===== src/rtl/aes_round_ctrl_pkg.sv =====
// Shared definitions for the AES-128 round sequencer: default round count,
// select width, key-scheduler timeout, key width and FSM state encodings.
// Also consumed by the key scheduler and round datapath.
package aes_round_ctrl_pkg;

  localparam int AES_NR         = 10;
  localparam int AES_SEL_W      = 4;
  localparam int AES_KS_TIMEOUT = 256;
  localparam int AES_KEY_W      = 128;

  typedef enum logic [2:0] {
    ST_IDLE   = 3'd0,
    ST_KEYGEN = 3'd1,
    ST_SEL    = 3'd2,
    ST_EXEC   = 3'd3,
    ST_DONE   = 3'd4
  } state_t;

  // Round-key index for round r: forward cipher walks 0..nr, the equivalent
  // inverse cipher walks nr..0 over the same schedule.
  function automatic int key_sel(input int r, input int nr, input bit inv);
    return inv ? (nr - r) : r;
  endfunction

endpackage


===== src/rtl/aes_round_cnt.sv =====
// Saturating up-counter with synchronous clear. Used for the round index
// (terminal NR) and for the key-generation timeout (terminal KS_TIMEOUT-1).
// nxt is the value r will take at the next edge, so callers can register
// outputs that line up with the counter.
module aes_round_cnt #(
  parameter int W    = 4,
  parameter int TERM = 10
) (
  input  logic         clk,
  input  logic         rst,
  input  logic         clr,
  input  logic         inc,
  output logic [W-1:0] r,
  output logic [W-1:0] nxt,
  output logic         last
);

  localparam logic [W-1:0] TERM_V = W'(TERM);

  assign last = (r == TERM_V);

  // Next count: clear wins, increment stops at the terminal value.
  always_comb begin
    nxt = r;
    if (clr) begin
      nxt = '0;
    end else if (inc && !last) begin
      nxt = r + W'(1);
    end
  end

  // Count register.
  always_ff @(posedge clk) begin
    if (rst) begin
      r <= '0;
    end else begin
      r <= nxt;
    end
  end

endmodule


===== src/rtl/aes_round_ctrl.sv =====
// AES-128 encryption round sequencer. Handles the Start/Done host handshake,
// the key scheduler En/Ry handshake with a timeout, and issues the per-round
// strobes (initial AddRoundKey, NR-1 full rounds, final round w/o MixColumns).
// All outputs are registered.
// Optional build macro: AES_DECRYPT_EN adds decrypt/inv_en and reverses the
// round-key select order for the equivalent inverse cipher.
//
//   state  | meaning
//   IDLE   | waiting for start; key_chg here invalidates keys directly
//   KEYGEN | ks_en high, waiting for ks_ry with timeout
//   SEL    | sel_key/round driven, key mux settling, no strobes
//   EXEC   | one round strobe (load / round / final round)
//   DONE   | one-cycle done pulse, err reported here on timeout
module aes_round_ctrl
  import aes_round_ctrl_pkg::*;
#(
  parameter int NR         = AES_NR,
  parameter int SEL_W      = AES_SEL_W,
  parameter int KS_TIMEOUT = AES_KS_TIMEOUT
) (
  input  logic             clk,
  input  logic             rst,
  input  logic             start,
  input  logic             key_chg,
  input  logic             ks_ry,
`ifdef AES_DECRYPT_EN
  input  logic             decrypt,
  output logic             inv_en,
`endif
  output logic             ks_en,
  output logic [SEL_W-1:0] sel_key,
  output logic             state_load,
  output logic             round_en,
  output logic             mix_en,
  output logic [SEL_W-1:0] round,
  output logic             busy,
  output logic             done,
  output logic             err
);

  localparam int TO_W = (KS_TIMEOUT > 2) ? $clog2(KS_TIMEOUT) : 1;
  localparam logic [SEL_W-1:0] NR_V = SEL_W'(NR);

  state_t state, state_nxt;

  logic             keys_valid, kv_nxt;
  logic             kc_pend, kc_nxt;
  logic             err_nxt;
  logic             inv_sel;

  logic             rnd_clr, rnd_inc, rnd_last;
  logic [SEL_W-1:0] rnd_r, rnd_nxt;
  logic             to_clr, to_inc, to_last;
  logic [TO_W-1:0]  to_r, to_nxt;

  logic             ks_en_nxt, state_load_nxt, round_en_nxt, mix_en_nxt;
  logic             busy_nxt, done_nxt;
  logic [SEL_W-1:0] sel_key_nxt, round_nxt;

  logic             unused_cnt;
  assign unused_cnt = ^{rnd_r, to_r, to_nxt};

  aes_round_cnt #(.W(SEL_W), .TERM(NR)) u_round_cnt (
    .clk  (clk),
    .rst  (rst),
    .clr  (rnd_clr),
    .inc  (rnd_inc),
    .r    (rnd_r),
    .nxt  (rnd_nxt),
    .last (rnd_last)
  );

  aes_round_cnt #(.W(TO_W), .TERM(KS_TIMEOUT - 1)) u_timeout_cnt (
    .clk  (clk),
    .rst  (rst),
    .clr  (to_clr),
    .inc  (to_inc),
    .r    (to_r),
    .nxt  (to_nxt),
    .last (to_last)
  );

`ifdef AES_DECRYPT_EN
  logic dec_q, dec_nxt;
  assign inv_sel = dec_nxt;
`else
  assign inv_sel = 1'b0;
`endif

  // Next-state, counter control and key-validity bookkeeping.
  always_comb begin
    state_nxt = state;
    kv_nxt    = keys_valid;
    kc_nxt    = kc_pend;
    err_nxt   = err;
    rnd_clr   = 1'b0;
    rnd_inc   = 1'b0;
    to_clr    = 1'b0;
    to_inc    = 1'b0;
`ifdef AES_DECRYPT_EN
    dec_nxt   = dec_q;
`endif

    // A key change during an operation is remembered, never aborts it.
    if (state != ST_IDLE && key_chg) begin
      kc_nxt = 1'b1;
    end

    case (state)
      ST_IDLE: begin
        if (start) begin
          err_nxt = 1'b0;
          rnd_clr = 1'b1;
          to_clr  = 1'b1;
`ifdef AES_DECRYPT_EN
          dec_nxt = decrypt;
`endif
          if (keys_valid && !key_chg) begin
            state_nxt = ST_SEL;
          end else begin
            kv_nxt    = 1'b0;
            state_nxt = ST_KEYGEN;
          end
        end else if (key_chg) begin
          kv_nxt = 1'b0;
        end
      end
      ST_KEYGEN: begin
        if (ks_ry) begin
          kv_nxt    = 1'b1;
          state_nxt = ST_SEL;
        end else if (to_last) begin
          err_nxt   = 1'b1;
          state_nxt = ST_DONE;
        end else begin
          to_inc = 1'b1;
        end
      end
      ST_SEL: begin
        state_nxt = ST_EXEC;
      end
      ST_EXEC: begin
        if (rnd_last) begin
          state_nxt = ST_DONE;
        end else begin
          rnd_inc   = 1'b1;
          state_nxt = ST_SEL;
        end
      end
      ST_DONE: begin
        // Pending key change takes effect as we re-enter IDLE.
        if (kc_pend || key_chg) begin
          kv_nxt = 1'b0;
          kc_nxt = 1'b0;
        end
        state_nxt = ST_IDLE;
      end
      default: begin
        state_nxt = ST_IDLE;
      end
    endcase
  end

  // Output decode from the upcoming state and round so outputs can be flopped.
  always_comb begin
    ks_en_nxt      = (state_nxt == ST_KEYGEN);
    busy_nxt       = (state_nxt != ST_IDLE);
    done_nxt       = (state_nxt == ST_DONE);
    sel_key_nxt    = '0;
    round_nxt      = '0;
    state_load_nxt = 1'b0;
    round_en_nxt   = 1'b0;
    mix_en_nxt     = 1'b0;
    if (state_nxt == ST_SEL || state_nxt == ST_EXEC) begin
      sel_key_nxt = SEL_W'(key_sel(int'(rnd_nxt), NR, inv_sel));
      round_nxt   = rnd_nxt;
    end
    if (state_nxt == ST_EXEC) begin
      if (rnd_nxt == '0) begin
        state_load_nxt = 1'b1;
      end else begin
        round_en_nxt = 1'b1;
        mix_en_nxt   = (rnd_nxt != NR_V);
      end
    end
  end

  // State, bookkeeping and registered outputs.
  always_ff @(posedge clk) begin
    if (rst) begin
      state      <= ST_IDLE;
      keys_valid <= 1'b0;
      kc_pend    <= 1'b0;
      err        <= 1'b0;
      ks_en      <= 1'b0;
      sel_key    <= '0;
      state_load <= 1'b0;
      round_en   <= 1'b0;
      mix_en     <= 1'b0;
      round      <= '0;
      busy       <= 1'b0;
      done       <= 1'b0;
    end else begin
      state      <= state_nxt;
      keys_valid <= kv_nxt;
      kc_pend    <= kc_nxt;
      err        <= err_nxt;
      ks_en      <= ks_en_nxt;
      sel_key    <= sel_key_nxt;
      state_load <= state_load_nxt;
      round_en   <= round_en_nxt;
      mix_en     <= mix_en_nxt;
      round      <= round_nxt;
      busy       <= busy_nxt;
      done       <= done_nxt;
    end
  end

`ifdef AES_DECRYPT_EN
  // Direction latched at start acceptance.
  always_ff @(posedge clk) begin
    if (rst) begin
      dec_q <= 1'b0;
    end else begin
      dec_q <= dec_nxt;
    end
  end

  assign inv_en = dec_q;
`endif

endmodule


===== config.mk =====
export PLATFORM = sky130hd
export DESIGN_NAME = aes_round_ctrl
export DESIGN_NICKNAME = d
export VERILOG_FILES = /design/src/rtl/aes_round_ctrl_pkg.sv /design/src/rtl/aes_round_cnt.sv /design/src/rtl/aes_round_ctrl.sv
export SDC_FILE = /design/constraint.sdc
export NUM_CORES = 1
export LEC_CHECK = 0
export CAP_MARGIN = 20
export CELL_PAD_IN_SITES_DETAIL_PLACEMENT = 1
export CELL_PAD_IN_SITES_GLOBAL_PLACEMENT = 2
export CORE_MARGIN = 2
export CORE_UTILIZATION = 34
export DETAILED_ROUTE_END_ITERATION = 10
export MAX_ROUTING_LAYER = met4
export PLACE_DENSITY = 0.86
export SETUP_SLACK_MARGIN = 0.5
export SLEW_MARGIN = 20
export SYNTH_ARGS = -nofsm -noshare
export SYNTH_HDL_FRONTEND = slang
export SYNTH_SLANG_ARGS = --single-unit

===== constraint.sdc =====
create_clock -name clk -period 5.56 [get_ports clk]
set_input_delay 1.112 -clock clk [delete_from_list [all_inputs] [get_ports clk]]
set_output_delay 1.112 -clock clk [all_outputs]
set_load 0.02 [all_outputs]

### Yosys cells after proc, flatten, opt, wreduce, memory -nomap -nowiden

Index checks and enable logic that the tools add are counted.

| storage, ports and cells | value |
|---|---|
| output and inout port bits | 15 |
| register bits | 28 |

| operators by class | value |
|---|---|
| reductions and logical operators | 21 |
| $add $sub $neg | 2 |
| equal/unequal tests | 18 |
| bitwise gates (word level) | 2 |
| multiplexer cells | 30 |

Operator list:

| operator | count |
|---|---|
| $mux 1 | 20 |
| $eq 3x2->1 const B | 4 |
| $mux 3 | 4 |
| $pmux 3 s4 | 1 |
| $reduce_bool 3->1 | 3 |
| $add 8x1->8 const B | 1 |
| $eq 8x8->1 const B | 1 |
| $mux 4 | 2 |
| $ne 2x2->1 const B | 4 |
| $eq 3x1->1 const B | 2 |
| $eq 3x3->1 const B | 2 |
| $ne 3x3->1 const B | 2 |
| $reduce_or 2->1 | 3 |
| $reduce_and 5->1 | 1 |
| $add 4x1->4 const B | 1 |
| $eq 4x4->1 const B | 1 |
| $logic_and 1x1->1 | 4 |
| $logic_not 4->1 | 1 |
| $ne 4x4->1 const B | 1 |
| $reduce_and 4->1 | 1 |
| $logic_not 1->1 | 3 |
| $logic_not 3->1 | 1 |
| $pmux 1 s3 | 1 |
| $reduce_or 3->1 | 1 |
| 6 further kinds | 8 |

### Logic depth before layout (Yosys ltp)

| depth | value |
|---|---|
| word-level depth | 9 |
| mapped depth | 7 |
| mapped depth without buffers | 7 |

### Modules after synthesis

A second synthesis with hierarchy kept.

| second synthesis, totals | value |
|---|---|
| cells, all modules | 168 |
| area, all modules | 1524.0 um^2 |

Modules (own cells, without submodules):

| module | cells an instance | area an instance (um^2) | instances |
|---|---|---|---|
| aes_round_ctrl | 66 | 644.4 | 1 |
| aes_round_cnt at u_timeout_cnt | 70 | 598.1 | 1 |
| aes_round_cnt at u_round_cnt | 32 | 281.5 | 1 |

### Worst setup path before layout

Ideal clock, no wire load.

| timing path | value |
|---|---|
| kind | input port to flip-flop |
| start point | in start |
| end point | reg state_load |
| stages on the path | 6 |
| slack | 3054 ps |
| buffers on the path | 1 |
| required time | 5499 ps |
| data arrival time | 2445 ps |
| cell sequence | or4b_1 > buf_2 > nor2_4 > nor3_2 > or3b_4 > and4b_1 |

| on the way | value |
|---|---|
| longest elaborated chain between the ends | 5 |
| elaborated cells on any way between the ends | 10 |
| classes of those cells | 1 x eq/ne; 6 x mux; 1 x bitwise; 2 x reduce/logical |

Ends and longest elaborated chain:

| what | line | source |
|---|---|---|
| start: declaration | aes_round_ctrl.sv:23 | `input logic start,` |
| $mux 3 / $mux 1 (equally long branches) | aes_round_ctrl.sv:111 | `if (start) begin` |
| $pmux 3 s4 / $mux 1 (equally long branches) | aes_round_ctrl.sv:109 | `case (state)` |
| $eq 3x2->1 / $mux 4 (equally long branches) | aes_round_ctrl.sv:178, aes_round_cnt.sv:25 |  |
| $not 1->1 (no source line) / $logic_not 4->1 (equally long branches) | - |  |
| $reduce_or 2->1 (no source line) / $mux 1 (equally long branches) | - |  |
| end signal: assignment | aes_round_ctrl.sv:210 | `state_load <= state_load_nxt;` |
| end: declaration | aes_round_ctrl.sv:32 | `output logic state_load,` |

Several ways; a longest one is shown, not always the timed one.
A chain may end at the register's enable or synchronous reset.

### Final worst setup path

Ends and elaborated chain as after synthesis.

==> impl_results.md <==
* Largest family of logic cells by synthesized area: simple AND/OR/NAND/NOR gates
* Synth Net Count at 146
* Yosys warnings at 0
* Internal power at 0.000290 W
* Share of power burned in registers at a little under three fifths
* Height of the die at 65.1 µm
* Initial antenna violation count at 0
* Crit. End Element: flip-flop
* # Max-Cap Violations at 0
* Clock power frac at around a third
* Depth of the CTS H-tree at 1
* Layout cell share with drive strength beyond 1 at between 10% and 20%
* CP Max Fanout at 6
* Clock buffer depth at 2
* Hold_ws at slightly below 0.5 ns
* GP Congestion at 0.785
* Post-synth top area share at 44.1%
* Ports at 20
* FF-to-FF End: state_load
* Rows at 22
* I/O Buffers at 19
* Synthesized cell area at between 1000 and 1500 µm²
* Clk_skew at 0.00234 ns
* Post-synth EDFFs at 0
* Final setup TNS at 0 ns
* DR vias/cell at between 4 and 5
* Vias in the first global route at 988
* Drt wl/cell at approximately 13 µm
* Die Wd at about 65 µm
* Net switching power at 0.0000906 W
* Hold Path Depth at 2
* Global-route wire length before repair at between 4 and 5 mm
* CTS root buf: clkbuf_8
* Seq/Total Area, Yosys at 44.1%
* Post-synth cell types at between 40 and 50
* Slew Limit Headroom at 67.7%
* Worst IR Drop VDD at between 0.1 and 0.15 mV
* Drt drc at 0
* Post-Synth Simple-Gate Area at around 25%
* Inserted Clock Buffers at 3
* Synth top area cells: dfxtp_1 (44%), nor2_1 (5.6%), xnor2_1 (4.8%), a21oi_1 (3.5%), ha_1 (3.0%)
* Total iterations of the first detailed-routing run at 4
* Total GRT Usage at 14.3%
* Worst skew pair latency at approximately 0.27 ns
* Starting density of the core at 35.0%
* Most common cell in the netlist: dfxtp_1
* Filler Cell Count at 441
* R2r startpoint: state[1]
* Slew Limit Fails at 0
* Final nets at between 150 and 200
* Final Setup Violations at 0
* CP required at about 5.8 ns
* Die Footprint at roughly 4200 µm²
* Asr flop ratio synth at 0%
* Compound-Gate Fraction of Synth Area at around a tenth
* Top cells by count, synth: dfxtp_1 (28), nor2_1 (19), a21oi_1 (9)
* Startpoint types: primary input
* Post-CTS Resized at 0
* Hold Crit Start: keys_valid
* Setup Buffers After CTS at 0
* Status: finished clean
* Kind of critical path: primary input to flip-flop
* Pwr per Cell Area at approximately 250 nW/µm²
* Area delta synth->final at 18.0%
* Synth Instances at between 100 and 150
* Synth Area in Adders at approximately 3%
* P_leak at between 0.5 and 0.6 nW
* Minimum clock period at between 2 and 3 ns
* Unrepaired setup endpoints after global routing: no
* Grt ovf at 0
* XOR/XNOR Fraction of Synth Area at between 6 and 7%
* Fmax at about 0.35 GHz
* Worst-margin pin slew at just under 0.5 ns
* Final Hold Viols at 0
* Final WL at between 2 and 3 mm
* Largest net degree at the start of global routing at 16
* Hold Path Sink: keys_valid
* Synth area leader: dfxtp_1
* Ys flop type: dfxtp_1
* Final core utilization at 41.3%
* CTS sink count at 28
* Antenna fix cells at 0
* Sw frac at between 20% and 30%
* Reg2Reg Depth at 5
* Total core area at around 3600 µm²
* CTS tree: yes
* Detailed-placement wirelength estimate at 2.08 mm
* Detailed-route via count at 980
* Hold/Removal Path Class: flip-flop to flip-flop
* Comb pwr share at between 10% and 20%
* Final Cycle Share at 50.9%
* Post-route ant nets at 0
* Hold-fix buffers, CTS at 0
* #FFs+latches synth at 28
* Reg-to-reg slack, setup at 3.55 ns
* Clk pin slew, worst setup/hold paths at ~0.090 ns
* WP data arrival at around 3 ns
* Post-synthesis mux area share at between 3 and 4%
* Syn Area/Cell at approximately 9 µm²
* Starting DRC count in detailed routing at 37
==> flip-flops by register name (all words and copies together) (netlist names) <==
| register | count |
|---|---|
| state_load | 1 |
| state | 3 |
| u_round_cnt.r | 4 |
| done | 1 |
| mix_en | 1 |
| err | 1 |
| round | 4 |
| ks_en | 1 |
| round_en | 1 |
| busy | 1 |
| u_timeout_cnt.r | 8 |
| kc_pend | 1 |
| keys_valid | 1 |
==> worst max-delay path, stage by stage <==
cell	delay, ns
clkdlybuf4s50_1	0.47
or4b_1	0.59
nor2_4	0.17
nor3_2	0.06
or3b_4	0.39
and4b_1	0.25
==> placed cells by master (no fill, tap or decap), types with 4 or more instances in the layout <==
master / count
dfxtp_1: 28
a21oi_1: 9
inv_1: 5
xnor2_1: 7
nor3_1: 5
clkdlybuf4s50_1: 19
nor2_1: 19
nand3_1: 4
clkbuf_8: 4
nand2_1: 6
==> power groups by stage <==
stage                     Clock [W]  Sequential, W  Combinational, W
after floorplan                   0       0.000218         0.0000278
after global placement            0       0.000217         0.0000415
after detailed placement          0       0.000217         0.0000427
after CTS                  0.000129       0.000213         0.0000430
after global routing       0.000139       0.000214         0.0000462
final                      0.000126       0.000212         0.0000423
==> how the worst max path moves through the flow <==
stage                  to   from  cells after the start  slack, ns
5_1_grt        state_load  start                      6       2.66
2_1_floorplan  state_load  start                      6       3.05
3_3_place_gp   state_load  start                      6       2.48
6_report       state_load  start                      6       2.73
3_5_place_dp   state_load  start                      6       2.44
4_1_cts        state_load  start                      6       2.73
==> logic make-up after synthesis <==
logic type,after synthesis
buffers and inverters,16
adders and majority gates,3
and+or+nand+nor,56
DFF,28
muxes,4
xor gates and xnor gates,9
AOI/OAI and AO/OA,22
==> metal layers <==
layer | routed length, µm | track usage, % | up-vias | share of wire, %
met5 | 0 | - | - | 0
met4 | 27 | 6.25 | 0 | 1.0
met3 | 69 | 1.54 | 2 | 2.6
met2 | 1280 | 23.8 | 14 | 48
met1 | 1270 | 17.6 | 473 | 48
li1 | - | - | 491 | -
==> layout make-up <==
class,count,area [µm²],area share [%]
Sequential cell,28,561,37.4
Inverter,5,18.8,1.25
Timing Repair Buffer,19,190,12.7
Multi-Input combinational cell,94,616,41.0
Tap cell,48,60.1,4.00
Clock buffer,4,55.1,3.67
==> metrics by stage <==
| step | power (W) | worst slack, ns | std cells | instance area [µm²] |
|---|---|---|---|---|
| after global routing | 0.000399 | 2.66 | 198 | 1500 |
| after CTS | 0.000385 | 2.73 | 198 | 1500 |
| final | 0.000380 | 2.73 | 198 | 1500 |
| after detailed placement | 0.000260 | 2.44 | 194 | 1450 |
| after floorplan | 0.000246 | 3.05 | 138 | 1270 |
| after global placement | 0.000258 | 2.48 | 194 | 1450 |
No activity file was read; power rests on OpenSTA's default activity.
